[config.mk]
export PLATFORM = sky130hd
export DESIGN_NAME = argmax_classifier
export DESIGN_NICKNAME = d
export VERILOG_FILES = /design/src/rtl/argmax_classifier.sv
export SDC_FILE = /design/constraint.sdc
export NUM_CORES = 1
export LEC_CHECK = 0
export ABC_AREA = 1
export BUFFER_PORTS_ARGS = -buffer_cell sky130_fd_sc_hd__buf_2
export CAP_MARGIN = 5
export CORE_MARGIN = 4
export CORE_UTILIZATION = 35
export DETAILED_ROUTE_END_ITERATION = 8
export HOLD_SLACK_MARGIN = 0.05
export SLEW_MARGIN = 20
export SYNTH_ARGS = -nofsm -noshare
export SYNTH_HDL_FRONTEND = slang
export SYNTH_SLANG_ARGS = --single-unit
[constraint.sdc]
create_clock -name clk -period 1.9 [get_ports clk]
set_input_delay 0.19 -clock clk [delete_from_list [all_inputs] [get_ports clk]]
set_output_delay 0.19 -clock clk [all_outputs]
set_load 0.01 [all_outputs]
[src/rtl/argmax_classifier.sv]
// argmax_classifier
//   Final classification stage behind the dense output layer. It takes one
//   frame of NUM_CLASSES signed scores, one score per accepted beat, and
//   reports the index and value of the largest score. The result is held
//   until downstream accepts it. On a tie the lowest index wins.
//
// Ports
//   clk      rising-edge clock
//   rst_n    asynchronous active-low reset
//   s_valid  input score valid
//   s_ready  stage can accept a score (registered)
//   s_data   signed score, DATA_W bits
//   s_last   upstream end-of-frame marker; only checked, never used for framing
//   m_valid  classification result valid (registered)
//   m_ready  downstream accepts the result
//   m_class  index of the maximum score
//   m_score  value of the maximum score
//   err_len  sticky framing error, cleared only by rst_n
//   busy     high while scanning a frame or holding a result
module argmax_classifier #(
  parameter int NUM_CLASSES = 10,
  parameter int DATA_W      = 16,
  parameter int IDX_W       = 4
) (
  input  logic                     clk,
  input  logic                     rst_n,
  input  logic                     s_valid,
  output logic                     s_ready,
  input  logic signed [DATA_W-1:0] s_data,
  input  logic                     s_last,
  output logic                     m_valid,
  input  logic                     m_ready,
  output logic        [IDX_W-1:0]  m_class,
  output logic        [DATA_W-1:0] m_score,
  output logic                     err_len,
  output logic                     busy
);

  typedef enum logic [1:0] {
    IDLE = 2'd0,
    SCAN = 2'd1,
    HOLD = 2'd2
  } state_t;

  // Count value carried into the final beat of a frame.
  localparam logic [IDX_W:0] LAST_CNT = (IDX_W + 1)'(NUM_CLASSES - 1);
  // A one-score frame finishes on the very first beat.
  localparam logic SINGLE = (NUM_CLASSES == 1);

  state_t                     state_r, state_n;
  logic        [IDX_W:0]      cnt_r, cnt_n;
  logic signed [DATA_W-1:0]   best_r, best_n;
  logic        [IDX_W-1:0]    idx_r, idx_n;
  logic        [IDX_W-1:0]    class_r, class_n;
  logic signed [DATA_W-1:0]   score_r, score_n;
  logic                       err_r, err_n;
  logic                       s_ready_r, s_ready_n;
  logic                       m_valid_r, m_valid_n;
  logic                       busy_r, busy_n;
  logic                       accept_s;
  logic                       final_s;

  assign accept_s = s_valid && s_ready_r;

  // Flag whether a beat accepted in the current state closes the frame.
  always_comb begin
    final_s = 1'b0;
    case (state_r)
      IDLE:    final_s = SINGLE;
      SCAN:    final_s = (cnt_r == LAST_CNT);
      default: final_s = 1'b0;
    endcase
  end

  // Next-state and datapath update.
  always_comb begin
    state_n = state_r;
    cnt_n   = cnt_r;
    best_n  = best_r;
    idx_n   = idx_r;
    class_n = class_r;
    score_n = score_r;
    err_n   = err_r;
    case (state_r)
      IDLE: begin
        if (accept_s) begin
          best_n = s_data;
          idx_n  = {IDX_W{1'b0}};
          cnt_n  = (IDX_W + 1)'(1);
          if (SINGLE) begin
            state_n = HOLD;
          end else begin
            state_n = SCAN;
          end
        end else begin
          state_n = IDLE;
        end
      end
      SCAN: begin
        if (accept_s) begin
          cnt_n = cnt_r + (IDX_W + 1)'(1);
          // Strictly greater: an equal later score never displaces an earlier one.
          if ($signed(s_data) > $signed(best_r)) begin
            best_n = s_data;
            idx_n  = cnt_r[IDX_W-1:0];
          end else begin
            best_n = best_r;
            idx_n  = idx_r;
          end
          if (final_s) begin
            state_n = HOLD;
          end else begin
            state_n = SCAN;
          end
        end else begin
          state_n = SCAN;
        end
      end
      HOLD: begin
        if (m_valid_r && m_ready) begin
          state_n = IDLE;
        end else begin
          state_n = HOLD;
        end
      end
      default: begin
        state_n = IDLE;
      end
    endcase

    // Snapshot the result into the output registers only when a frame closes,
    // so m_class/m_score stay put while the next frame is being scanned.
    if ((state_n == HOLD) && (state_r != HOLD)) begin
      class_n = idx_n;
      score_n = best_n;
    end else begin
      class_n = class_r;
      score_n = score_r;
    end

    // s_last must agree with the beat count; the frame still closes on count.
    if (accept_s && (s_last != final_s)) begin
      err_n = 1'b1;
    end else begin
      err_n = err_r;
    end
  end

  // Output decode from the next state so the handshake outputs are registered.
  always_comb begin
    s_ready_n = 1'b0;
    m_valid_n = 1'b0;
    busy_n    = 1'b0;
    case (state_n)
      IDLE: begin
        s_ready_n = 1'b1;
        m_valid_n = 1'b0;
        busy_n    = 1'b0;
      end
      SCAN: begin
        s_ready_n = 1'b1;
        m_valid_n = 1'b0;
        busy_n    = 1'b1;
      end
      HOLD: begin
        s_ready_n = 1'b0;
        m_valid_n = 1'b1;
        busy_n    = 1'b1;
      end
      default: begin
        s_ready_n = 1'b0;
        m_valid_n = 1'b0;
        busy_n    = 1'b0;
      end
    endcase
  end

  // State, datapath and registered outputs.
  always_ff @(posedge clk or negedge rst_n) begin
    if (!rst_n) begin
      state_r   <= IDLE;
      cnt_r     <= {(IDX_W + 1){1'b0}};
      best_r    <= {DATA_W{1'b0}};
      idx_r     <= {IDX_W{1'b0}};
      class_r   <= {IDX_W{1'b0}};
      score_r   <= {DATA_W{1'b0}};
      err_r     <= 1'b0;
      s_ready_r <= 1'b0;
      m_valid_r <= 1'b0;
      busy_r    <= 1'b0;
    end else begin
      state_r   <= state_n;
      cnt_r     <= cnt_n;
      best_r    <= best_n;
      idx_r     <= idx_n;
      class_r   <= class_n;
      score_r   <= score_n;
      err_r     <= err_n;
      s_ready_r <= s_ready_n;
      m_valid_r <= m_valid_n;
      busy_r    <= busy_n;
    end
  end

  assign s_ready = s_ready_r;
  assign m_valid = m_valid_r;
  assign m_class = class_r;
  assign m_score = score_r;
  assign err_len = err_r;
  assign busy    = busy_r;

endmodule
Word level (Yosys, flattened, before mapping)
Cells that the tools add are included.
Widths: inputs -> output; s select.
{"block": "word_totals", "out_inout_bits": 24, "reg_bits": 51, "inputBits": 21}
{"block": "op_classes", "n_mux": 20, "eq_ne": 9, "reduce_logical": 10, "order_cmp": 1, "addsub": 1}
{"cell": "$mux 16", "count": 3}
{"cell": "$pmux 16 s2", "count": 1}
{"cell": "$gt 16x16->1", "count": 1}
{"cell": "$mux 4", "count": 3}
{"cell": "$mux 5", "count": 2}
{"cell": "$pmux 5 s2", "count": 1}
{"cell": "$pmux 4 s2", "count": 1}
{"cell": "$mux 2", "count": 3}
{"cell": "$ne 2x2->1 const B", "count": 3}
{"cell": "$pmux 2 s3", "count": 1}
{"cell": "$add 5x1->5 const B", "count": 1}
{"cell": "$eq 5x4->1 const B", "count": 1}
{"cell": "$mux 1", "count": 5}
{"cell": "$eq 2x1->1 const B", "count": 2}
{"cell": "$eq 2x2->1 const B", "count": 2}
{"cell": "$logic_and 1x1->1", "count": 4}
{"cell": "$logic_not 2->1", "count": 2}
{"cell": "$reduce_or 2->1", "count": 2}
{"cell": "$reduce_and 3->1", "count": 1}
{"cell": "$reduce_bool 2->1", "count": 1}
{"cell": "$ne 1x1->1", "count": 1}

Depth between registers and ports, before layout
Gate-level depths: netlist (run 1).
{"block": "logic_depth", "depth_word": 8, "ltp_mapped": 20, "depth_no_buf": 19}

Least setup slack after synthesis (run 1)
OpenSTA, ideal clock, no wires.
{"block": "synth_timing", "path_kind": "reg-to-reg", "from": "register best_r[15]", "to": "register score_r[4] (netlist: m_score[4])", "t_arrival_ns": 1.690, "period_less_slack_ns": 1.807, "path_stages_with_launch": 14, "slack_ns": 0.093, "n_path_buf": 1, "path_cell_list": "dfrtp_1 -> inv_1 -> ha_1 -> nand2_1 -> nor2_2 -> nand2_1 -> nor2_1 -> nor2_1 -> clkbuf_1 -> nand3_1 -> nand3_1 -> nand2_2 -> nand2_1 -> nand2_1"}
{"block": "synth_between", "elab_chain_cells": 4}
{"element": "start: declaration", "line": "52", "text": "logic signed [DATA_W-1:0] best_r, best_n;"}
{"element": "start signal: assignment", "line": "183", "text": "best_r <= {DATA_W{1'b0}};"}
{"element": "start signal: assignment", "line": "194", "text": "best_r <= best_n;"}
{"element": "$gt 16x16->1", "line": "103", "text": "if ($signed(s_data) > $signed(best_r)) begin"}
{"element": "$mux 16", "line": "103"}
{"element": "$mux 16", "line": "100", "text": "if (accept_s) begin"}
{"element": "$pmux 16 s2", "line": "84", "text": "case (state_r)"}
{"element": "net best_n[4]", "line": "52"}
{"element": "end signal: assignment", "line": "186", "text": "score_r <= {DATA_W{1'b0}};"}
{"element": "end signal: assignment", "line": "197", "text": "score_r <= score_n;"}
{"element": "end: declaration", "line": "55", "text": "logic signed [DATA_W-1:0] score_r, score_n;"}
The timed path passes the listed nets, and every way through them passes these cells.
A chain may end at the register's enable or synchronous reset.

Worst setup path after layout (run 1)
{"block": "layout_timing", "from": "register best_r[11]", "to": "register score_r[9] (netlist: m_score[9])"}
The elaborated chain is that of the path after synthesis.

==> results.sh, run 1 <==
export IMPL_area_enclosed_by_the_die_boundary_sq_mm=0.00999
export IMPL_data_arrival_at_the_endpoint_of_the_critical_path_ps=2170
export IMPL_regToRegSetupSlack_ps=-70
export IMPL_coreArea_sq_mm=0.00822
export IMPL_top_signal_layer_used="met4"
export IMPL_critical_path_slowest_cell="sky130_fd_sc_hd__dfrtp_1"
export IMPL_cap_violations=0
export IMPL_fillers=763
export IMPL_drtAntennaViolNets=0
export IMPL_initial_utilization_pct=36.0
export IMPL_finalHoldViolations=0
export IMPL_fin_tns_setup_ps=-595
export IMPL_sequential_share_of_the_synthesized_area_pct=43.1
export IMPL_netlist_instances=388
export IMPL_critical_path_peak_fanout=6
export IMPL_power_leakage_nw=2.18
export IMPL_hold_path_class="input port to register"
export IMPL_gr_usage_all_layers_pct=15.5
export IMPL_grt_start_max_net_pins=21
export IMPL_startpoint_kind_of_the_worst_setup_timing_path="register"
export IMPL_drt_wirelength_per_cell_um=13.6
export IMPL_detail_route_wirelength_met1_um=3890
export IMPL_met3_length_um=198
export IMPL_syn_mean_instance_area_sq_um=7.63
export IMPL_path_clk_slew_ps=100
export IMPL_antenna_diode_count=0
export IMPL_cts_htree_levels=2
export IMPL_core_rowCount=33
export IMPL_p_per_area_mw_per_mm2=1600
export IMPL_nNetsFinal=518
export IMPL_vias_in_the_first_global_route=2506
export IMPL_wire_length_of_the_first_global_routing_pass_um=12300
export IMPL_final_min_period_over_clock_period_pct=104
export IMPL_synth_seq_cells=51
export IMPL_violated_checks="setup timing"
export IMPL_die_x_um=100
export IMPL_compound_cell_area_share_of_the_yosys_netlist_pct=6.72
export IMPL_clk_path_buf_depth=2
export IMPL_worst_r2r_cell_count=15
export IMPL_critical_path_capture_point_type="register"
export IMPL_mappedNetlistNets=430
export IMPL_layout_area_overhead_vs_synth_pct=37.3
export IMPL_clock_tree_root_driver_cell="sky130_fd_sc_hd__clkbuf_8"
export IMPL_cts_sinks=51
export IMPL_clock_latency_ps=310
export IMPL_synth_top_family_by_area="simple AND/OR/NAND/NOR gates"
export IMPL_setup_violations=21
export IMPL_post_synthesis_xor_xnor_area_fraction_pct=0.592
export IMPL_synth_simple_gate_area_share_pct=28.8
export IMPL_relSlewSlack_pct=69.4
export IMPL_drt_iter0_drc=73
export IMPL_time_the_worst_path_needs_with_i_o_delays_and_setup_ps=1970
export IMPL_yosys_mux_area_fraction_pct=0
export IMPL_r2r_end="m_score[9]$_DFFE_PN0P_"
export IMPL_hold_path_startpoint="s_last"
export IMPL_rsz0062_at_grt="true"
export IMPL_io_pins=45
export IMPL_route_detailed_drc=0
export IMPL_via_count=2731
export IMPL_slew_violations=0
export IMPL_max_clock_freq_mhz=508
export IMPL_worst_path_most_repeated_cell="sky130_fd_sc_hd__nand2_1"
export IMPL_critPathKind="register to register"
export IMPL_synth_warnings=0
export IMPL_antenna_found_initial=0
export IMPL_crit_path_cell_trace="inv_2, ha_4, a21oi_4, nand2_2, a21oi_4, nand2_1, nand2_2, nand2_4, nand2_8, buf_6, nand2_1, nand3_1, nand2_2, nand2_1, nand2_1"
export IMPL_power_ir_vdd_worst_uv=566
export IMPL_worstMarginPinSlew_ps=459
export IMPL_run_status="finished, violations left"
export IMPL_drt_pass_1_iters=4
export IMPL_final_weighted_congestion_of_routability_driven_global_placement=0.835
export IMPL_fp_dieH_um=100
export IMPL_dp_final_hpwl_um=5240
export IMPL_finalClockSkew_ps=7.05
export IMPL_post_drt_via_cell_ratio=4.69
export IMPL_critical_path_max_stage_delay_ps=380
export IMPL_dpl_worst_slack_ps=-153
export IMPL_cts_buffers_inserted=5
export IMPL_hold_end="err_len$_DFFE_PN0P_"
export IMPL_cts_tree="yes"
export IMPL_synth_fa_ha_area_share_pct=8.88
export IMPL_postRouteWirelength_um=7890
export IMPL_post_synth_instance_area_sq_mm=0.00296
export IMPL_layout_drive_gt1_share_pct=37.9
export IMPL_timing_rr_start="best_r[11]$_DFF_PN0_"
export IMPL_grt_overflow_total=0
export IMPL_layout_core_utilization_pct=49.5
export IMPL_portBuffers=44
export IMPL_finalWorstSetupSlack_ps=-69.2
export IMPL_routed_wl_met2_um=3680
export IMPL_critPathRequiredTime_ps=2100
export IMPL_min_delay_path_depth=3
export IMPL_yosys_cell_types_count=27
==> stage by stage <==
step | cells | hold WS (ps) | cell area [sq um] | total power, mW
after floorplan | 388 | -106 | 2960 | 3.81
after global placement | 559 | 169 | 3510 | 4.83
after detailed placement | 559 | 170 | 3510 | 4.89
after CTS | 571 | 186 | 3800 | 5.94
after global routing | 582 | 180 | 4060 | 7.06
final | 582 | 186 | 4060 | 6.51
==> metal layers <==
metal | track usage, % | vias to the layer above
met1 | 22.2 | 1281
met2 | 24.4 | 53
met5 | 0 | -
met3 | 2.36 | 8
li1 | - | 1389
met4 | 4.52 | 0
==> state kept, by name, summed over array words and instances, names as in the netlist <==
name     flops
m_score     16
m_valid      1
m_class      4
s_ready      1
idx_r        4
err_len      1
state_r      2
cnt_r        5
best_r      16
busy         1
==> worst max-delay path by stage <==
stage | cells after the start | start | to | slack [ps]
5_1_grt | 19 | best_r[3]$_DFF_PN0_ | m_score[9]$_DFFE_PN0P_ | -220
3_3_place_gp | 15 | best_r[15]$_DFF_PN0_ | m_score[9]$_DFFE_PN0P_ | -140
2_1_floorplan | 13 | best_r[15]$_DFF_PN0_ | m_score[4]$_DFFE_PN0P_ | 90
3_5_place_dp | 15 | best_r[15]$_DFF_PN0_ | m_score[9]$_DFFE_PN0P_ | -150
4_1_cts | 15 | best_r[15]$_DFF_PN0_ | m_score[11]$_DFFE_PN0P_ | -20
6_report | 15 | best_r[11]$_DFF_PN0_ | m_score[9]$_DFFE_PN0P_ | -70
==> cell type report <==
cell class	count	area, sq um	share of cell area [%]
Multi-Input combinational cell	252	1630	40.1
Sequential cell	51	1280	31.4
Timing Repair Buffer	95	662	16.3
Inverter	71	267	6.56
Tap cell	105	131	3.23
Clock buffer	8	100	2.46
==> Yosys cell counts <==
cell type	n	share of area, %
sky130_fd_sc_hd__nand2_1	120	15
sky130_fd_sc_hd__inv_1	68	8.6
sky130_fd_sc_hd__dfrtp_1	51	43
sky130_fd_sc_hd__nand3_1	44	7.4
sky130_fd_sc_hd__ha_1	21	8.9
sky130_fd_sc_hd__o22ai_1	17	3.6
sky130_fd_sc_hd__nand2_2	11	2.3
sky130_fd_sc_hd__nor2_1	10	1.3
sky130_fd_sc_hd__a21oi_1	9	1.5
sky130_fd_sc_hd__buf_2	6	1.0
sky130_fd_sc_hd__nor2_2	4	0.85
sky130_fd_sc_hd__buf_4	3	0.76
sky130_fd_sc_hd__clkbuf_1	3	0.38
sky130_fd_sc_hd__nand4_1	3	0.63
sky130_fd_sc_hd__o21ai_0	3	0.51
sky130_fd_sc_hd__buf_6	2	0.76
sky130_fd_sc_hd__inv_2	2	0.25
sky130_fd_sc_hd__xor2_1	2	0.59
sky130_fd_sc_hd__a21o_1	1	0.25
sky130_fd_sc_hd__a31oi_1	1	0.21
sky130_fd_sc_hd__clkinv_1	1	0.13
sky130_fd_sc_hd__nor2_4	1	0.38
sky130_fd_sc_hd__nor3_1	1	0.17
sky130_fd_sc_hd__nor3b_1	1	0.25
sky130_fd_sc_hd__o21bai_1	1	0.25
sky130_fd_sc_hd__o21bai_2	1	0.38
sky130_fd_sc_hd__or2_2	1	0.21
==> worst max-delay path, delay by kind of cell, from the launching register on <==
family                   cells  cell delay, ps
AO/OA/AOI/OAI                2             310
flip-flops                   1             380
adder cells (fa/ha/maj)      1             220
AND/OR/NAND/NOR             10             750
buffers and inverters        2             200
==> cells in the final DEF (no fill, tap or decap), types with 3 or more instances in the layout <==
cell type / netlist / routed
sky130_fd_sc_hd__nand4_1: 3 / 3
sky130_fd_sc_hd__ha_4: 0 / 12
sky130_fd_sc_hd__nor2_2: 4 / 5
sky130_fd_sc_hd__ha_1: 21 / 6
sky130_fd_sc_hd__ha_2: 0 / 3
sky130_fd_sc_hd__nand3_1: 44 / 41
sky130_fd_sc_hd__nand2_1: 120 / 104
sky130_fd_sc_hd__nand3_2: 0 / 3
sky130_fd_sc_hd__a21oi_2: 0 / 4
sky130_fd_sc_hd__buf_6: 2 / 3
sky130_fd_sc_hd__inv_2: 2 / 18
sky130_fd_sc_hd__dfrtp_1: 51 / 51
sky130_fd_sc_hd__buf_2: 6 / 44
sky130_fd_sc_hd__o22ai_1: 17 / 17
sky130_fd_sc_hd__nor2_1: 10 / 7
sky130_fd_sc_hd__inv_1: 68 / 52
sky130_fd_sc_hd__clkbuf_8: 0 / 7
sky130_fd_sc_hd__nand2_2: 11 / 24
sky130_fd_sc_hd__nor2_4: 1 / 3
sky130_fd_sc_hd__a21oi_1: 9 / 3
sky130_fd_sc_hd__buf_4: 3 / 43
==> power by group <==
part | switching (mW) | leakage [nW] | internal (mW)
logic | 2.18 | 1.48 | 1.81
clock network | 0.371 | 0.0515 | 0.334
registers | 0.250 | 0.647 | 1.57
total | 2.80 | 2.18 | 3.72
==> kinds of logic after synthesis <==
group | count (synthesis)
DFF | 51
and+or+nand+nor | 196
adders and majority gates | 21
buffers and inverters | 85
xor gates and xnor gates | 2
AOI/OAI and AO/OA | 33
==> timing repair <==
item	4_1_cts	5_1_grt
buffers inserted	3	10
pin swaps	4	15
hold endpoints to repair	18	0
hold buffers	1	0
gates cloned	0	1
setup endpoints to repair	41	41
resized for setup	33	44
No activity file was read; power rests on OpenSTA's default activity.
==> run 2, diff against run 1 <==
--- a/config.mk
+++ b/config.mk
@@ -12,6 +12,7 @@
 export CORE_UTILIZATION = 35
 export DETAILED_ROUTE_END_ITERATION = 8
 export HOLD_SLACK_MARGIN = 0.05
+export SKIP_CTS_REPAIR_TIMING = 1
 export SLEW_MARGIN = 20
 export SYNTH_ARGS = -nofsm -noshare
 export SYNTH_HDL_FRONTEND = slang
==> constraint.sdc (replaced) <==
create_clock -name clk -period 2.19 [get_ports clk]
set_input_delay 0.219 -clock clk [delete_from_list [all_inputs] [get_ports clk]]
set_output_delay 0.219 -clock clk [all_outputs]
set_load 0.01 [all_outputs]
==> results.sh, run 2 (synthesized netlist as in run 1, its figures left out) <==
export IMPL_run_status="complete, no violations"
export IMPL_grt_start_max_net_pins=29
export IMPL_clk_path_buf_depth=2
export IMPL_fp_dieH_um=100
export IMPL_critical_path_capture_point_type="register"
export IMPL_seq_area_sq_mm=0.00128
export IMPL_io_pins=45
export IMPL_power_ir_vdd_worst_uv=514
export IMPL_grt_overflow_total=0
export IMPL_hold_path_class="input port to register"
export IMPL_startpoint_kind_of_the_worst_setup_timing_path="register"
export IMPL_fin_tns_setup_ps=0
export IMPL_layout_drive_gt1_share_pct=21.8
export IMPL_drt_wirelength_per_cell_um=13.5
export IMPL_cts_buffers_inserted=5
export IMPL_postRouteWirelength_um=7340
export IMPL_layout_core_utilization_pct=43.3
export IMPL_time_the_worst_path_needs_with_i_o_delays_and_setup_ps=2040
export IMPL_p_per_area_mw_per_mm2=1370
export IMPL_final_min_period_over_clock_period_pct=93.2
export IMPL_antenna_diode_count=0
export IMPL_area_enclosed_by_the_die_boundary_sq_mm=0.00999
export IMPL_final_weighted_congestion_of_routability_driven_global_placement=0.833
export IMPL_route_detailed_drc=0
export IMPL_data_arrival_at_the_endpoint_of_the_critical_path_ps=2240
export IMPL_core_rowCount=33
export IMPL_gr_usage_all_layers_pct=14.9
export IMPL_initial_utilization_pct=36.0
export IMPL_coreArea_sq_mm=0.00822
export IMPL_relSlewSlack_pct=61.8
export IMPL_dpl_worst_slack_ps=148
export IMPL_worstMarginPinSlew_ps=574
export IMPL_clock_latency_ps=300
export IMPL_final_common_cell="sky130_fd_sc_hd__nand2_1"
export IMPL_cts_htree_levels=2
export IMPL_regToRegSetupSlack_ps=150
export IMPL_drt_iter0_drc=96
export IMPL_drt_pass_1_iters=4
export IMPL_crit_path_cell_trace="inv_1, ha_4, a21oi_1, o21ai_1, a21oi_2, nand2_1, nand2_1, nand2_2, nand2_4, clkbuf_16, nand2_1, nand3_1, nand2_2, nand2_1, nand2_1"
export IMPL_worst_path_most_repeated_cell="sky130_fd_sc_hd__nand2_1"
export IMPL_power_leakage_nw=2.01
export IMPL_finalHoldViolations=0
export IMPL_place_detailed_instances=533
export IMPL_critical_path_peak_fanout=8
export IMPL_p_int_mw=2.76
export IMPL_critical_path_slowest_cell="sky130_fd_sc_hd__dfrtp_1"
export IMPL_most_used_cells_in_the_layout_excluding_fill_and_tap_cells="sky130_fd_sc_hd__nand2_1, sky130_fd_sc_hd__inv_1, sky130_fd_sc_hd__dfrtp_1, sky130_fd_sc_hd__nand3_1, sky130_fd_sc_hd__buf_2"
export IMPL_max_clock_freq_mhz=490
export IMPL_dp_final_hpwl_um=5150
export IMPL_die_x_um=100
export IMPL_cts_sinks=51
export IMPL_path_clk_slew_ps=100
export IMPL_finalNonFillerCells=545
export IMPL_multi_input_comb_area_sq_mm=0.00138
export IMPL_drtAntennaViolNets=0
export IMPL_finalWorstSetupSlack_ps=149
export IMPL_logic_pwr_share_pct=53.7
export IMPL_seq_power_share_pct=32.1
export IMPL_fillers=793
export IMPL_nNetsFinal=481
export IMPL_power_total_mw=4.88
export IMPL_slew_violations=0
export IMPL_critPathRequiredTime_ps=2390
export IMPL_switching_share_pct=43.5
export IMPL_antenna_found_initial=0
export IMPL_cts_tree="yes"
export IMPL_vias_in_the_first_global_route=2479
export IMPL_via_count=2537
export IMPL_post_drt_via_cell_ratio=4.66
export IMPL_layout_area_overhead_vs_synth_pct=20.2
export IMPL_critPathKind="register to register"
export IMPL_wire_length_of_the_first_global_routing_pass_um=12000
export IMPL_portBuffers=44
export IMPL_setup_violations=0
export IMPL_clock_tree_root_driver_cell="sky130_fd_sc_hd__clkbuf_8"
export IMPL_finalClockSkew_ps=8.72
export IMPL_power_switching_mw=2.13
export IMPL_critical_path_max_stage_delay_ps=370
export IMPL_cap_violations=0
export IMPL_power_share_clock_pct=14.1
[run 2: metal layers]
layer / vias up / global-route usage, % / part of all wire (%)
met2: 49 / 23.7 / 46
li1: 1318 / - / -
met3: 8 / 2.57 / 4.9
met1: 1162 / 20.8 / 48
met5: - / 0 / 0
met4: 0 / 4.62 / 1.0
[run 2: worst paths after layout]
check / cells past startpoint / end / start
max in group asynchronous: 3 / best_r[9]$_DFF_PN0_ / rst_n
hold reg to reg: 2 / m_score[4]$_DFFE_PN0P_ / m_score[4]$_DFFE_PN0P_
min in group asynchronous: 2 / best_r[3]$_DFF_PN0_ / rst_n
hold / removal: 3 / err_len$_DFFE_PN0P_ / s_last
setup reg to reg: 15 / m_score[5]$_DFFE_PN0P_ / best_r[15]$_DFF_PN0_
setup / recovery: 15 / m_score[5]$_DFFE_PN0P_ / best_r[15]$_DFF_PN0_
[run 2: power by group through the flow]
stage | clock [mW] | sequential, mW | combinational, mW
5_1_grt | 0.744 | 1.62 | 2.99
6_report | 0.690 | 1.57 | 2.63
3_5_place_dp | 0 | 1.58 | 2.41
4_1_cts | 0.704 | 1.56 | 2.43
3_3_place_gp | 0 | 1.58 | 2.36
2_1_floorplan | 0 | 1.64 | 1.67
[run 2: layout make-up]
| cell class | instances | area share [%] |
|---|---|---|
| Multi-Input combinational cell | 252 | 38.8 |
| Tap cell | 105 | 3.69 |
| Timing Repair Buffer | 58 | 10.8 |
| Sequential cell | 51 | 35.9 |
| Clock inverter | 2 | 0.985 |
| Clock buffer | 6 | 2.32 |
| Inverter | 71 | 7.49 |
[run 2: through the flow]
stage	hold slack (ps)	cell area, sq um
3_5_place_dp	255	3320
3_3_place_gp	253	3320
5_1_grt	221	3560
6_report	200	3560
2_1_floorplan	-76.6	2960
4_1_cts	-79.7	3440
[run 2: critical path: cells and delay by family, from the launching register on]
kind | cells | cell delay, ps
adder cells (fa/ha/maj) | 1 | 230
AND/OR/NAND/NOR | 9 | 630
AO/OA/AOI/OAI | 3 | 410
flip-flops | 1 | 370
buffers and inverters | 2 | 270
